==> src/rtl/conv_window_feeder.sv <==
// conv_window_feeder: turns a serial kernel+frame byte stream into stride-1 4x4 windows for the conv MAC.
// Optional cross-channel partial-sum buffer is enabled with `define CONV_ACC_EN.
module conv_window_feeder #(
    parameter int lenOfInput  = 8,
    parameter int lenOfOutput = 25,
    parameter int IMG_W       = 8,
    parameter int IMG_H       = 8,
    parameter int NUM_CH      = 2
) (
    input  logic                          clk,
    input  logic                          rst,
    input  logic                          kern_load,
    input  logic                          in_valid,
    output logic                          in_ready,
    input  logic signed [lenOfInput-1:0]  in_data,
    output logic                          win_valid,
    input  logic                          win_ready,
    output logic [16*lenOfInput-1:0]      win_data,
    output logic [16*lenOfInput-1:0]      kern_data,
    output logic signed [lenOfOutput-1:0] last_result,
    input  logic signed [lenOfOutput-1:0] conv_result,
    output logic                          win_last_ch,
    output logic                          frame_done,
    output logic                          busy
);
    localparam int NWIN = (IMG_H - 3) * (IMG_W - 3);
    localparam int RW   = $clog2(IMG_H);
    localparam int CW   = $clog2(IMG_W);
    localparam int WW   = (NWIN > 1) ? $clog2(NWIN) : 1;
    localparam int L    = lenOfInput;

    typedef enum logic [1:0] {IDLE, LOAD_K, FRAME, DONE} state_t;

    state_t         state;
    logic [RW-1:0]  row;
    logic [CW-1:0]  col;
    logic [3:0]     kidx;
    logic [WW-1:0]  widx;
    logic           pix_done;

    logic signed [L-1:0] lb0 [IMG_W];
    logic signed [L-1:0] lb1 [IMG_W];
    logic signed [L-1:0] lb2 [IMG_W];
    logic [16*L-1:0]     sw_p0;
    logic [16*L-1:0]     sw_nxt;

    logic pix_acc;
    logic win_hs;
    logic win_gen;

    always_comb begin
        in_ready = 1'b0;
        case (state)
            LOAD_K:  in_ready = 1'b1;
            FRAME:   in_ready = !pix_done && (!win_valid || win_ready);
            default: in_ready = 1'b0;
        endcase
    end

    assign pix_acc = in_valid && in_ready && (state == FRAME);
    assign win_hs  = win_valid && win_ready;
    assign win_gen = pix_acc && (row >= RW'(3)) && (col >= CW'(3));
    assign busy    = (state != IDLE);

    // Window slot (4r+c): columns move left, the new right column is the three buffered rows plus the incoming pixel.
    always_comb begin
        sw_nxt = '0;
        for (int r = 0; r < 4; r++) begin
            for (int c = 0; c < 3; c++) begin
                sw_nxt[(4*r+c)*L +: L] = sw_p0[(4*r+c+1)*L +: L];
            end
        end
        sw_nxt[3*L  +: L] = lb0[col];
        sw_nxt[7*L  +: L] = lb1[col];
        sw_nxt[11*L +: L] = lb2[col];
        sw_nxt[15*L +: L] = in_data;
    end

    // Stage p0: line buffers and shift window, data only
    always_ff @(posedge clk) begin
        if (pix_acc) begin
            lb0[col] <= lb1[col];
            lb1[col] <= lb2[col];
            lb2[col] <= in_data;
            sw_p0    <= sw_nxt;
        end
    end

    // Stage p1: control FSM, kernel register and the presented window
    always_ff @(posedge clk) begin
        if (rst) begin
            state      <= IDLE;
            row        <= '0;
            col        <= '0;
            kidx       <= '0;
            widx       <= '0;
            pix_done   <= 1'b0;
            win_valid  <= 1'b0;
            win_data   <= '0;
            kern_data  <= '0;
            frame_done <= 1'b0;
        end else begin
            frame_done <= 1'b0;
            case (state)
                IDLE: begin
                    if (kern_load) state <= LOAD_K;
                end
                LOAD_K: begin
                    if (in_valid) begin
                        kern_data[kidx*L +: L] <= in_data;
                        kidx <= kidx + 4'd1;
                        if (kidx == 4'd15) state <= FRAME;
                    end
                end
                FRAME: begin
                    if (pix_acc) begin
                        if (col == CW'(IMG_W - 1)) begin
                            col <= '0;
                            if (row == RW'(IMG_H - 1)) pix_done <= 1'b1;
                            else                       row <= row + 1'b1;
                        end else begin
                            col <= col + 1'b1;
                        end
                    end
                    // A new window can only be generated when the old one is gone or leaving this cycle.
                    if (win_gen) begin
                        win_valid <= 1'b1;
                        win_data  <= sw_nxt;
                    end else if (win_hs) begin
                        win_valid <= 1'b0;
                    end
                    if (win_hs) begin
                        if (widx == WW'(NWIN - 1)) begin
                            state      <= DONE;
                            frame_done <= 1'b1;
                        end else begin
                            widx <= widx + 1'b1;
                        end
                    end
                end
                DONE: begin
                    state    <= IDLE;
                    row      <= '0;
                    col      <= '0;
                    widx     <= '0;
                    pix_done <= 1'b0;
                end
                default: state <= IDLE;
            endcase
        end
    end

`ifdef CONV_ACC_EN
    localparam int CHW = (NUM_CH > 1) ? $clog2(NUM_CH) : 1;

    logic [CHW-1:0]               ch;
    logic signed [lenOfOutput-1:0] psum [NWIN];

    always_ff @(posedge clk) begin
        if (rst) begin
            ch <= '0;
            for (int i = 0; i < NWIN; i++) psum[i] <= '0;
        end else begin
            if (state == DONE) ch <= (ch == CHW'(NUM_CH - 1)) ? '0 : ch + 1'b1;
            if (win_hs) psum[widx] <= conv_result;
        end
    end

    assign last_result = (ch == '0) ? '0 : psum[widx];
    assign win_last_ch = win_valid && (ch == CHW'(NUM_CH - 1));
`else
    localparam int unused_num_ch = NUM_CH;
    logic unused_conv;

    assign unused_conv = ^conv_result;
    assign last_result = '0;
    assign win_last_ch = win_valid;
`endif

endmodule

==> config.mk <==
export PLATFORM = sky130hd
export DESIGN_NAME = conv_window_feeder
export DESIGN_NICKNAME = d
export VERILOG_FILES = /design/src/rtl/conv_window_feeder.sv
export SDC_FILE = /design/constraint.sdc
export NUM_CORES = 1
export LEC_CHECK = 0
export ABC_AREA = 0
export CORE_MARGIN = 2
export CORE_UTILIZATION = 40
export CTS_CLUSTER_DIAMETER = 150
export DETAILED_ROUTE_END_ITERATION = 10
export GPL_TIMING_DRIVEN = 0
export MAX_ROUTING_LAYER = met4
export PLACE_DENSITY = 0.66
export SLEW_MARGIN = 20
export SYNTH_ARGS = -nofsm -noshare
export SYNTH_HDL_FRONTEND = slang
export SYNTH_SLANG_ARGS = --single-unit
==> constraint.sdc <==
create_clock -name clk -period 7.1 [get_ports clk]
set_input_delay 1.42 -clock clk [delete_from_list [all_inputs] [get_ports clk]]
set_output_delay 1.42 -clock clk [all_outputs]
set_load 0.02 [all_outputs]
# Yosys cells after proc, flatten, opt, wreduce, memory -nomap -nowiden
# Memories as Yosys holds them, arrays and structs flattened. A register that Yosys moved wholly into a read port is not among the register bits.
# Index checks and enable logic that the tools add are counted.
# totals
out_inout_bits	286
n_memories	3
mem_bits_rw	192
inputBits	38
ff_bits	404
# classes
n_lt_le_gt_ge	2
n_reduce_logical	22
n_addsub	5
n_eq_ne	17
mux	33
n_shift	2
n_bitwise	2
# mem_list
name	words	word_bits	rd	rd_clocked_by_memory_dff	write_ports	line_no	rtl
lb0	8	8	1	1	1	41	logic signed [L-1:0] lb0 [IMG_W];
lb1	8	8	1	1	1	42	logic signed [L-1:0] lb1 [IMG_W];
lb2	8	8	1	1	1	43	logic signed [L-1:0] lb2 [IMG_W];
# ops
op	count
bitwise mux 128 bit	1
variable shift 8 x 34 -> 128 bit, first input constant	1
variable part select 8 x 34 -> 128 bit	1
negator 7 -> 34 bit	1
two-way mux 3 bit	11
inequality test 2 bit, second input constant	7
one-hot mux 3 bit (2 select lines)	2
two-way mux 2 bit	5
two-way mux 5 bit	2
one-hot mux 5 bit (2 select lines)	1
two-way mux 1 bit	8
one-hot mux 2 bit (4 select lines)	1
AND reduction 2 bit	4
AND reduction 4 bit	2
adder 3 x 1 -> 3 bit, second input constant	2
equality test 3 bit, second input constant	2
greater-or-equal comparator 3 x 2 -> 1 bit, second input constant	2
logical AND 1 bit	6
inequality test 2 x 1 -> 1 bit, second input constant	3
nonzero test 2 bit	3
adder 5 x 1 -> 5 bit, second input constant	1
equality test 5 bit, second input constant	1
AND reduction 5 bit	1
adder 4 x 1 -> 4 bit, second input constant	1
10 further kinds	14

# Logic depth before layout (Yosys ltp)
# Gate-level depths: netlist of the first run.
# logic_depth
word_depth	10
ltp_mapped	9
depth_no_buf	6

# Worst setup path after synthesis of the first run
# OpenSTA, ideal clock, no wires.
# synth_timing
path_kind	input to register
startpoint	in in_valid
endpoint	mem lb0[2][0] (netlist bit), enable pin
required_ns	6.625
cell_stages	5
path_buffers	2
setup_slack_ns	1.809
t_arrival_ns	4.817
setup_ns	0.475
cell_sequence	buf_2 > and3_1 > clkbuf_1 > nand2_1 > nor4b_1
# synth_via
elab_chain_cells	4
# synth_rtl
item	line_no	rtl
start: declaration	13	input logic in_valid,
logical AND 1 bit (2 in series)	60	assign pix_acc = in_valid && in_ready && (state == FRAME);
two-way mux 1 bit	81	if (pix_acc) begin
two-way mux 1 bit (implied by the code)	82	lb0[col] <= lb1[col];
end: declaration	41	
# Every way passes these cells.

# Worst setup path in the final report of the first run
# layout_timing
startpoint	in win_ready
endpoint	out in_ready
# layout_via
elab_chain_cells	3
# layout_rtl
item	line_no	rtl
start: declaration	17	input logic win_ready,
logical OR 1 bit	55	FRAME: in_ready = !pix_done && (!win_valid || win_ready);
logical AND 1 bit	55	
one-hot mux 1 bit (2 select lines)	53	case (state)
end: declaration	14	output logic in_ready,
# Every way passes these cells.

==> results of run 1 <==
power by group:
group / internal [mW] / switching, mW / total [mW]
sequential: 3.46 / 0.0197 / 3.47
combinational: 0.208 / 0.703 / 0.912
clock: 1.77 / 1.29 / 3.06
total: 5.43 / 2.02 / 7.45
worst max-delay path: stages:
cell	delay, ps
clkdlybuf4s50_1	540
nand2b_1	170
a31o_2	200
clkbuf_1	510
clkbuf_1	460
and2_1	190
clkdlybuf4s50_1	660
metal layers:
metal	vias up	track usage	part of all wire
li1	7192	-	-
met3	118	0.0410	0.070
met5	-	-	0
met1	7803	0.277	0.42
met2	613	0.345	0.48
met4	0	0.0741	0.029
state kept, by name, indices dropped and copies added (netlist names), 4 cells and up, named ones only:
register and count:
kidx 4, lb2 64, widx 5, kern_data 128
lb0 64, win_data 128, lb1 64, sw_p0 96
stage by stage:
step / utilization / hold slack (ps)
2_1_floorplan: - / 426
3_3_place_gp: 0.472 / 434
3_5_place_dp: 0.477 / 439
4_1_cts: 0.512 / 455
5_1_grt: 0.513 / 462
6_report: 0.513 / 452
cell usage after synthesis (2+ instances only):
| library cell | instances | area share |
|---|---|---|
| nor4_4 | 2 | 0.0019 |
| xnor2_1 | 3 | 0.0012 |
| mux2_2 | 29 | 0.015 |
| ha_1 | 15 | 0.0085 |
| a21o_1 | 2 | 0.00068 |
| mux4_2 | 48 | 0.049 |
| nor4b_1 | 4 | 0.0016 |
| o31ai_1 | 103 | 0.035 |
| nor2_1 | 75 | 0.013 |
| and2_1 | 16 | 0.0045 |
| edfxtp_1 | 288 | 0.39 |
| nor4_1 | 25 | 0.0070 |
| nand3_1 | 13 | 0.0029 |
| nand4_1 | 113 | 0.032 |
| dfxtp_1 | 279 | 0.25 |
| xor2_1 | 2 | 0.00079 |
| a21oi_1 | 127 | 0.029 |
| mux2i_1 | 103 | 0.046 |
| buf_1 | 7 | 0.0012 |
| a31oi_1 | 25 | 0.0070 |
| nand2_1 | 35 | 0.0059 |
| or3_1 | 3 | 0.00085 |
| nand3b_1 | 7 | 0.0024 |
| nand2b_1 | 60 | 0.017 |
| clkbuf_1 | 111 | 0.019 |
| inv_1 | 16 | 0.0027 |
| a22o_1 | 14 | 0.0055 |
| buf_6 | 2 | 0.0010 |
| and3_1 | 9 | 0.0025 |
| buf_2 | 19 | 0.0043 |
| or4_1 | 3 | 0.0010 |
| a2111oi_4 | 2 | 0.0025 |
| o21ai_0 | 16 | 0.0036 |
| buf_4 | 26 | 0.0088 |
| nor3_1 | 33 | 0.0074 |
| nor2b_1 | 12 | 0.0034 |
| nor3b_1 | 13 | 0.0044 |
cell type report:
type	count	area [sq um]
diodes	1	2.50
plain buffers	165	756
clock buffers	82	1650
clock inverters	29	288
fillers	4671	26800
inverters	16	62.6
multi-input cells	963	7300
flip-flops and latches	567	14200
well taps	748	936
repair buffers	300	2970
kinds of logic after synthesis:
logic type / Yosys count / share of synthesized area
other: 1 / 0.000169
adder cells (fa/ha/maj): 15 / 0.00846
buffers and inverters: 181 / 0.0368
multiplexers: 180 / 0.110
AND/OR/NAND/NOR: 434 / 0.112
XOR/XNOR: 6 / 0.00271
flip-flops: 567 / 0.642
AO/OA/AOI/OAI: 303 / 0.0883
how the worst max path moves through the flow:
stage	from	end	cells past startpoint
floorplan	in_valid	lb0[2][0]	5
global placement	in_valid	lb1[2][4]	6
detailed placement	win_ready	in_ready	7
CTS	win_ready	in_ready	7
global route	win_ready	in_ready	7
finish	win_ready	in_ready	7
==> impl_results.md, run 1 <==
* Maximum vdd drop at 0.199 mV
* Crit end category: output port
* Cells after Synth at 1687
* Final Cycle Share at 0.785
* FFs w/ async S/R, synth at 0
* RR Endpoint: lb1[2][1]
* EDFF count, synth at 288
* Final WL at 62.2 mm
* Fin crit period at 5580 ps
* CTS tree: yes
* Detailed Route Iter0 Violations at 1303
* Global Route Usage Sum at 0.216
* Initial antenna violation count at 5
* Starting Density at 0.404
* WP data arrival at 4160 ps
* DRC at 0
* Slew Limit Fails at 0
* Cell Pwr Density at 264 mW/mm^2
* RSZ-0062 raised after global routing: no
* Total die area at 0.0574 sq mm
* Fin cells at 2871
* Num CTS Buffers at 59
* Die width at 240 um
* Drt pass-1 iters at 7
* Most common cell after layout, fill and taps aside: edfxtp_1
* Pre-CTS setup slack at 1500 ps
* Post-synth top flop: edfxtp_1
* Post-synthesis cell area at 0.0222 sq mm
* Cts repair resizes at 0
* Rows at 86
* HP Class: reg -> reg
* Reg2Reg Depth at 9
* Final setup vio count at 0
* WP data required at 5680 ps
* Final Hold Vio Count at 0
* Setup_tns at 0 ps
* DP Wirelength at 44.5 mm
* Clock Latency Late Sink at 630 ps
* Total Nets Final at 2125
* Yosys cell types at 64
* Die height at 240 um
* Hold path depth at 0
* CTS max path bufs at 3
* Clock transition at path regs at 60 ps
* Area grow syn2layout at 27.1%
* Syn_area_per_cell at 13.2 sq um
* Status: complete, no violations
* Postcts setup bufs at 0
* Crit Path Class: in -> out
* Largest net degree at the start of global routing at 65
* Core Region at 0.0550 sq mm
* Htree depth at 2
* Routed len/inst at 21.7 um
* CTS root buf: clkbuf_16
* Flops & latches, synth at 567
* Routability cong. at 0.879
* CP Launch Type: primary input
* Min-delay src: sw_p0[84]
* Slew Limit Headroom at 0.277
* ANT nets after route at 0
* Final clock skew at 32.8 ps
* Most frequent cells in the layout: edfxtp_1 (288), dfxtp_1 (279), clkdlybuf4s50_1 (272), a21oi_1 (126), clkbuf_1 (124)
* R2R setup slack at 3340 ps
* Via count at 15700
* I/O pins at 324
* I/O Buffers at 272
* Placed cells at 2759
* Sequential area share after synthesis at 0.642
* GRT overflow at 0
* First-pass GRT wire length at 91.7 mm
* Share of cells above drive strength 1 at 0.129
* Crit-path max FO at 10
* Clock sink total at 567
* Synth warnings at 0
* Worst Setup Slack, final at 1520 ps
* Reg2reg start: state[0]
* Number of global-route vias before repair at 15400
* Routed vias/inst at 5.48
* Worst Hold Path EP: sw_p0[76]
* Power, Total at 7.45 mW
* Fin area at 0.0282 sq mm
* Dpl cell area at 0.0262 sq mm
* Max Cap Violations at 0
* CTS Hold Bufs at 0
* Leak Pwr at 9.33 nW
* Fmax at 0.179 GHz
* Worst Tran Pin Value at 1080 ps
Note: power is estimated with default switching activity, not from simulation.
==> run 2, diff against run 1 <==
- PLACE_DENSITY: 0.66 -> 0.68
- clock period: 7.1 -> 4.5 ns (I/O delays scaled with it)
==> run 2 against run 1 <==
  * Sequential share of layout area is 0.18 points lower
  * Flip-flop and latch count stayed put
  * Worst setup slack worse by 1200 ps
  * First-iteration DRC count is 6.9% higher
  * Critical endpoint unchanged
  * Routed wire length is 0.58% lower
  * Largest power group unchanged
  * Cell area is 0.35% higher
  * Sequential power is 58% higher
==> impl_results.md, run 2 (synthesis results as in run 1) <==
* CTS tree: yes
* Routed len/inst at 21.6 um (-0.41%)
* GRT overflow at 0 (unchanged)
* Drt pass-1 iters at 6 (-1)
* Most common cell after layout, fill and taps aside: edfxtp_1
* Worst-path cell chain: clkdlybuf4s50_1, nand2b_1, a31o_2, clkbuf_1, and2_1, clkdlybuf4s50_1
* Final WL at 61.8 mm (-0.58%)
* Clock Latency Late Sink at 660 ps (+30 ps)
* Total die area at 0.0574 sq mm (unchanged)
* Total Nets Final at 2119 (-0.28%)
* Htree depth at 2 (unchanged)
* Crit Path Class: in -> out
* Final clock skew at 68.4 ps (+35.6 ps)
* CTS max path bufs at 3 (unchanged)
* Placed cells at 2754 (-0.18%)
* Share of cells above drive strength 1 at 0.124 (-0.00478)
* Initial antenna violation count at 4 (-1)
* Pre-CTS setup slack at -51.0 ps (-1550 ps)
* CP Buf/Inv Count at 3 (-1)
* RSZ-0062 raised after global routing: no
* CTS root buf: clkbuf_16
* Fin crit period at 4200 ps
* DRC at 0 (unchanged)
* Die height at 240 um (unchanged)
* Cell Pwr Density at 423 mW/mm^2 (+60%)
* Starting Density at 0.404 (unchanged)
* Max Cap Violations at 0 (unchanged)
* ANT nets after route at 0 (unchanged)
* Most frequent cells in the layout: edfxtp_1 (288), dfxtp_1 (279), clkdlybuf4s50_1 (272), a21oi_1 (126), clkbuf_1 (122)
* Global Route Usage Sum at 0.216 (about the same)
* Top flop regs: kern_data (128), win_data (128), sw_p0 (96)
* Clock sink total at 567 (unchanged)
* Leak Pwr at 9.35 nW (+0.18%)
* Area grow syn2layout at 27.5%
* Slew Limit Headroom at 0.231 (-0.0455)
* Routability cong. at 0.893 (+1.6%)
* Fin cells at 2866 (-0.17%)
* Routed vias/inst at 5.53 (+0.92%)
* Num CTS Buffers at 59 (unchanged)
* Slowest CP cell: clkdlybuf4s50_1
* Number of global-route vias before repair at 15400 (-0.039%)
* FILL cells at 4614 (-1.2%)
* Clock transition at path regs at 60 ps (about the same)
* Via count at 15800 (+0.74%)
* Final Hold Vio Count at 0 (unchanged)
* Die width at 240 um (unchanged)
* WP data arrival at 3300 ps (-860 ps)
* Power, Total at 12.0 mW (+61%)
* Multi-input gate area at 0.00731 sq mm (about the same)
* CP Launch Type: primary input
* Largest net degree at the start of global routing at 63 (-3.1%)
* Worst Tran Pin Value at 1150 ps (+68.1 ps)
* I/O pins at 324 (unchanged)
* DP Wirelength at 44.1 mm (-0.77%)
* First-pass GRT wire length at 91.7 mm (about the same)
* Rows at 86 (unchanged)
* HP Class: reg -> reg
* Core Region at 0.0550 sq mm (unchanged)
* Maximum vdd drop at 0.354 mV (+78%)
* Fin area at 0.0283 sq mm (+0.35%)
* Most used cell along the critical path: clkdlybuf4s50_1
* Crit end category: output port
* Final setup vio count at 0 (unchanged)
* Dpl cell area at 0.0262 sq mm (about the same)
* Slew Limit Fails at 0 (unchanged)
* Fmax at 0.238 GHz
* WP data required at 3600 ps (-2080 ps)
* Register area at 0.0142 sq mm (unchanged)
* CP max stage delay at 660 ps (about the same)
* I/O Buffers at 272 (unchanged)
* Status: complete, no violations
* Fin util at 0.515 (+0.00182)
* Largest delay share family, worst path: buffers and inverters
* Final Cycle Share at 0.933
* Worst Setup Slack, final at 301 ps (-1220 ps)
* Detailed Route Iter0 Violations at 1393 (+6.9%)
* Crit-path max FO at 13 (+3)
## run 2: changes by cell type in the layout (fill, tap and decap cells not counted), moves of 3 or more
| cell | change |
|---|---|
| bufinv_16 | +3 |
| buf_2 | -6 |
| nor4b_2 | -3 |
| clkbuf_8 | -3 |
| clkinv_1 | +4 |
| clkinv_2 | -3 |
| buf_6 | -3 |
## run 2: repair_timing
item / CTS / global route
gates resized for setup: 0 / 0
hold endpoints to repair: 0 / 0
setup endpoints to repair: 1 / 0
setup buffers: 0 / 0
hold buffers: 0 / 0
## run 2: layer usage
metal / vias up / wire, um / GRT usage
met4: 0 / 1650 / 0.0695
li1: 7185 / - / -
met3: 109 / 4380 / 0.0323
met1: 7903 / 25700 / 0.280
met5: - / 0 / -
met2: 646 / 30100 / 0.349
## run 2: cell type report
cell class	count	area share
Antenna cell	3	0.000265
Buffer	164	0.0266
Clock buffer	78	0.0580
Clock inverter	32	0.0144
Inverter	16	0.00221
Multi-Input combinational cell	963	0.258
Sequential cell	567	0.503
Tap cell	748	0.0331
Timing Repair Buffer	295	0.104
## run 2: power by group
part           total, mW  internal [mW]  switching, mW  leakage, nW
clock network       5.04           2.98           2.06         1.00
logic               1.46          0.337           1.12         3.52
registers           5.48           5.45         0.0304         4.83
## run 2: stage by stage
step	setup TNS, ps	hold WS [ps]
after global placement	-431440	438
after floorplan	-364	426
after detailed placement	-51.0	434
after CTS	0	448
after global routing	0	457
final	0	446
## run 2: final timing paths
| check | endpoint | cells past startpoint | slack [ps] | start |
|---|---|---|---|---|
| min | sw_p0[111] | 0 | 450 | sw_p0[119] |
| max | in_ready | 6 | 300 | win_ready |
| min reg2reg | sw_p0[111] | 0 | 450 | sw_p0[119] |
| max reg2reg | lb1[2][5] | 9 | 740 | state[0] |
==> run 3, diff against run 2 <==
- SETUP_SLACK_MARGIN: default -> 0.4
==> run 3 against run 2 <==
  * First-iteration DRC count grew 8.0%
  * Count of clock-buffer cells in the layout shrank 3
  * Maximum frequency increased by 13%
  * Global-route usage grew 0.12 points
  * Largest cell class unchanged
  * Largest power group unchanged
==> impl_results.md, run 3 (synthesis results as in run 1) <==
* Top flop regs: kern_data (128), win_data (128), sw_p0 (96)
* Maximum vdd drop at 0.416 mV (+17%)
* Total Nets Final at 2116 (-0.14%)
* CTS root buf: clkbuf_16
* First-pass GRT wire length at 92.8 mm (+1.2%)
* Rows at 86 (unchanged)
* FILL cells at 4651 (+0.80%)
* Final clock skew at 47.2 ps (-21.2 ps)
* Fmax at 0.268 GHz (+13%)
* Final setup vio count at 0 (unchanged)
* HP Class: reg -> reg
* ANT nets after route at 0 (unchanged)
* WP data required at 4800 ps (+1200 ps)
* Worst Setup Slack, final at 775 ps (+474 ps)
* CTS max path bufs at 3 (unchanged)
* Crit-path max FO at 10 (-3)
* WP data arrival at 4030 ps (+730 ps)
* Clock transition at path regs at 60 ps (about the same)
* ANT cells at 0 (-3)
* Worst Tran Pin Value at 1090 ps (-61.0 ps)
* P_sw at 3.20 mW (-0.50%)
* CTS Hold Bufs at 0 (unchanged)
* Initial antenna violation count at 4 (unchanged)
* Final Cycle Share at 0.828 (-0.105)
* Final WL at 61.8 mm (about the same)
* Internal Power at 8.72 mW (-0.53%)
* Fin crit period at 3720 ps (-474 ps)
* Reg power frac at 0.460 (+0.003)
* Comb power frac at 0.123 (about the same)
* Leak Pwr at 9.34 nW (-0.12%)
* Pre-CTS setup slack at -0.0759 ps (+50.9 ps)
* Routability cong. at 0.900 (+0.77%)
* Fin cells at 2859 (-0.24%)
* Most common cell after layout, fill and taps aside: edfxtp_1
* Starting Density at 0.404 (unchanged)
* Number of global-route vias before repair at 15700 (+1.6%)
* Max Cap Violations at 0 (unchanged)
* Global Route Usage Sum at 0.217 (+0.00123)
* DRC at 0 (unchanged)
* I/O pins at 324 (unchanged)
* Htree depth at 2 (unchanged)
* I/O Buffers at 272 (unchanged)
* Clock power share at 0.417 (-0.004)
* GRT overflow at 0 (unchanged)
* Routed vias/inst at 5.51 (-0.32%)
* Drt pass-1 iters at 5 (-1)
* Cts repair resizes at 3 (+3)
* Slew Limit Headroom at 0.272 (+0.0408)
* Final Hold Vio Count at 0 (unchanged)
* Largest net degree at the start of global routing at 61 (-3.2%)
* Detailed Route Iter0 Violations at 1504 (+8.0%)
* Total die area at 0.0574 sq mm (unchanged)
* Most frequent cells in the layout: edfxtp_1 (288), dfxtp_1 (279), clkdlybuf4s50_1 (271), a21oi_1 (127), clkbuf_1 (121)
* CTS tree: yes
* Reg2reg start: state[0]
* Share of cells above drive strength 1 at 0.124 (-0.000239)
* Crit Path Class: in -> reg
* Register area at 0.0142 sq mm (unchanged)
* Area grow syn2layout at 27.4%
* Routed len/inst at 21.6 um (+0.27%)
* Via count at 15800 (-0.57%)
* Multi-input gate area at 0.00732 sq mm (+0.22%)
* Clock Latency Late Sink at 630 ps (-30 ps)
* CP Launch Type: primary input
* Num CTS Buffers at 57 (-3.4%)
* RR Endpoint: lb1[2][4]
* R2R setup slack at 850 ps (+110 ps)
* Placed cells at 2752 (-0.073%)
* Die width at 240 um (unchanged)
* Reg2Reg Depth at 9 (unchanged)
* Status: complete, no violations
* Slew Limit Fails at 0 (unchanged)
* DP Wirelength at 43.8 mm (-0.83%)
* Crit end category: flip-flop
* Die height at 240 um (unchanged)
* Core Region at 0.0550 sq mm (unchanged)
* Sw Share at 0.268 (about the same)
* Clock sink total at 567 (unchanged)
* Worst Setup EP: lb1[2][4]
* Min Hold Slack at 443 ps (-2.28 ps)
* RSZ-0062 raised after global routing: no
* Cell Pwr Density at 422 mW/mm^2 (-0.42%)
* Worst Setup SP: in_valid
* Postcts setup bufs at 0 (unchanged)
-- run 3: worst min path at each step --
stage	from	endpoint	slack, ps	cells after the start
after floorplan	sw_p0[112]	sw_p0[104]	430	0
after global placement	sw_p0[118]	sw_p0[110]	430	0
after detailed placement	sw_p0[27]	sw_p0[19]	430	0
after CTS	sw_p0[27]	sw_p0[19]	450	0
after global routing	sw_p0[84]	sw_p0[76]	450	0
final	sw_p0[119]	sw_p0[111]	440	0
-- run 3: cell type report --
class	count	share of cell area
Buffer	165	0.0269
Inverter	16	0.00221
Timing Repair Buffer	293	0.105
Multi-Input combinational cell	963	0.259
Tap cell	748	0.0331
Clock inverter	32	0.0149
Sequential cell	567	0.503
Clock buffer	75	0.0554
-- run 3: critical path, stage by stage --
cell and delay, ps:
clkdlybuf4s50_1 490, buf_2 240, and3_1 240, clkbuf_1 540, nand2_1 440, nor4b_4 760
buf_8 230, buf_8 160
-- run 3: metrics by stage --
stage | power [mW] | util | cell area, sq um | TNS (ps)
floorplan | 6.50 | - | 22300 | 0
detailed placement | 7.02 | 0.478 | 26300 | -0.0759
CTS | 12.0 | 0.514 | 28300 | 0
finish | 11.9 | 0.514 | 28300 | 0
global placement | 6.96 | 0.472 | 26000 | -401180
global route | 12.3 | 0.514 | 28300 | 0
-- run 3: power groups by stage --
| stage | clock, mW | combinational, mW | sequential, mW |
|---|---|---|---|
| 6_report | 4.97 | 1.47 | 5.48 |
| 5_1_grt | 5.25 | 1.57 | 5.48 |
| 4_1_cts | 5.04 | 1.44 | 5.48 |
| 3_5_place_dp | 0 | 1.43 | 5.59 |
| 3_3_place_gp | 0 | 1.37 | 5.59 |
| 2_1_floorplan | 0 | 0.907 | 5.60 |
-- run 3: per-layer routing --
metal | vias up | GRT usage | share of wire
met4 | 0 | 0.0744 | 0.029
met3 | 115 | 0.0343 | 0.069
met1 | 7858 | 0.284 | 0.42
met5 | - | - | 0
met2 | 632 | 0.346 | 0.48
li1 | 7148 | - | -
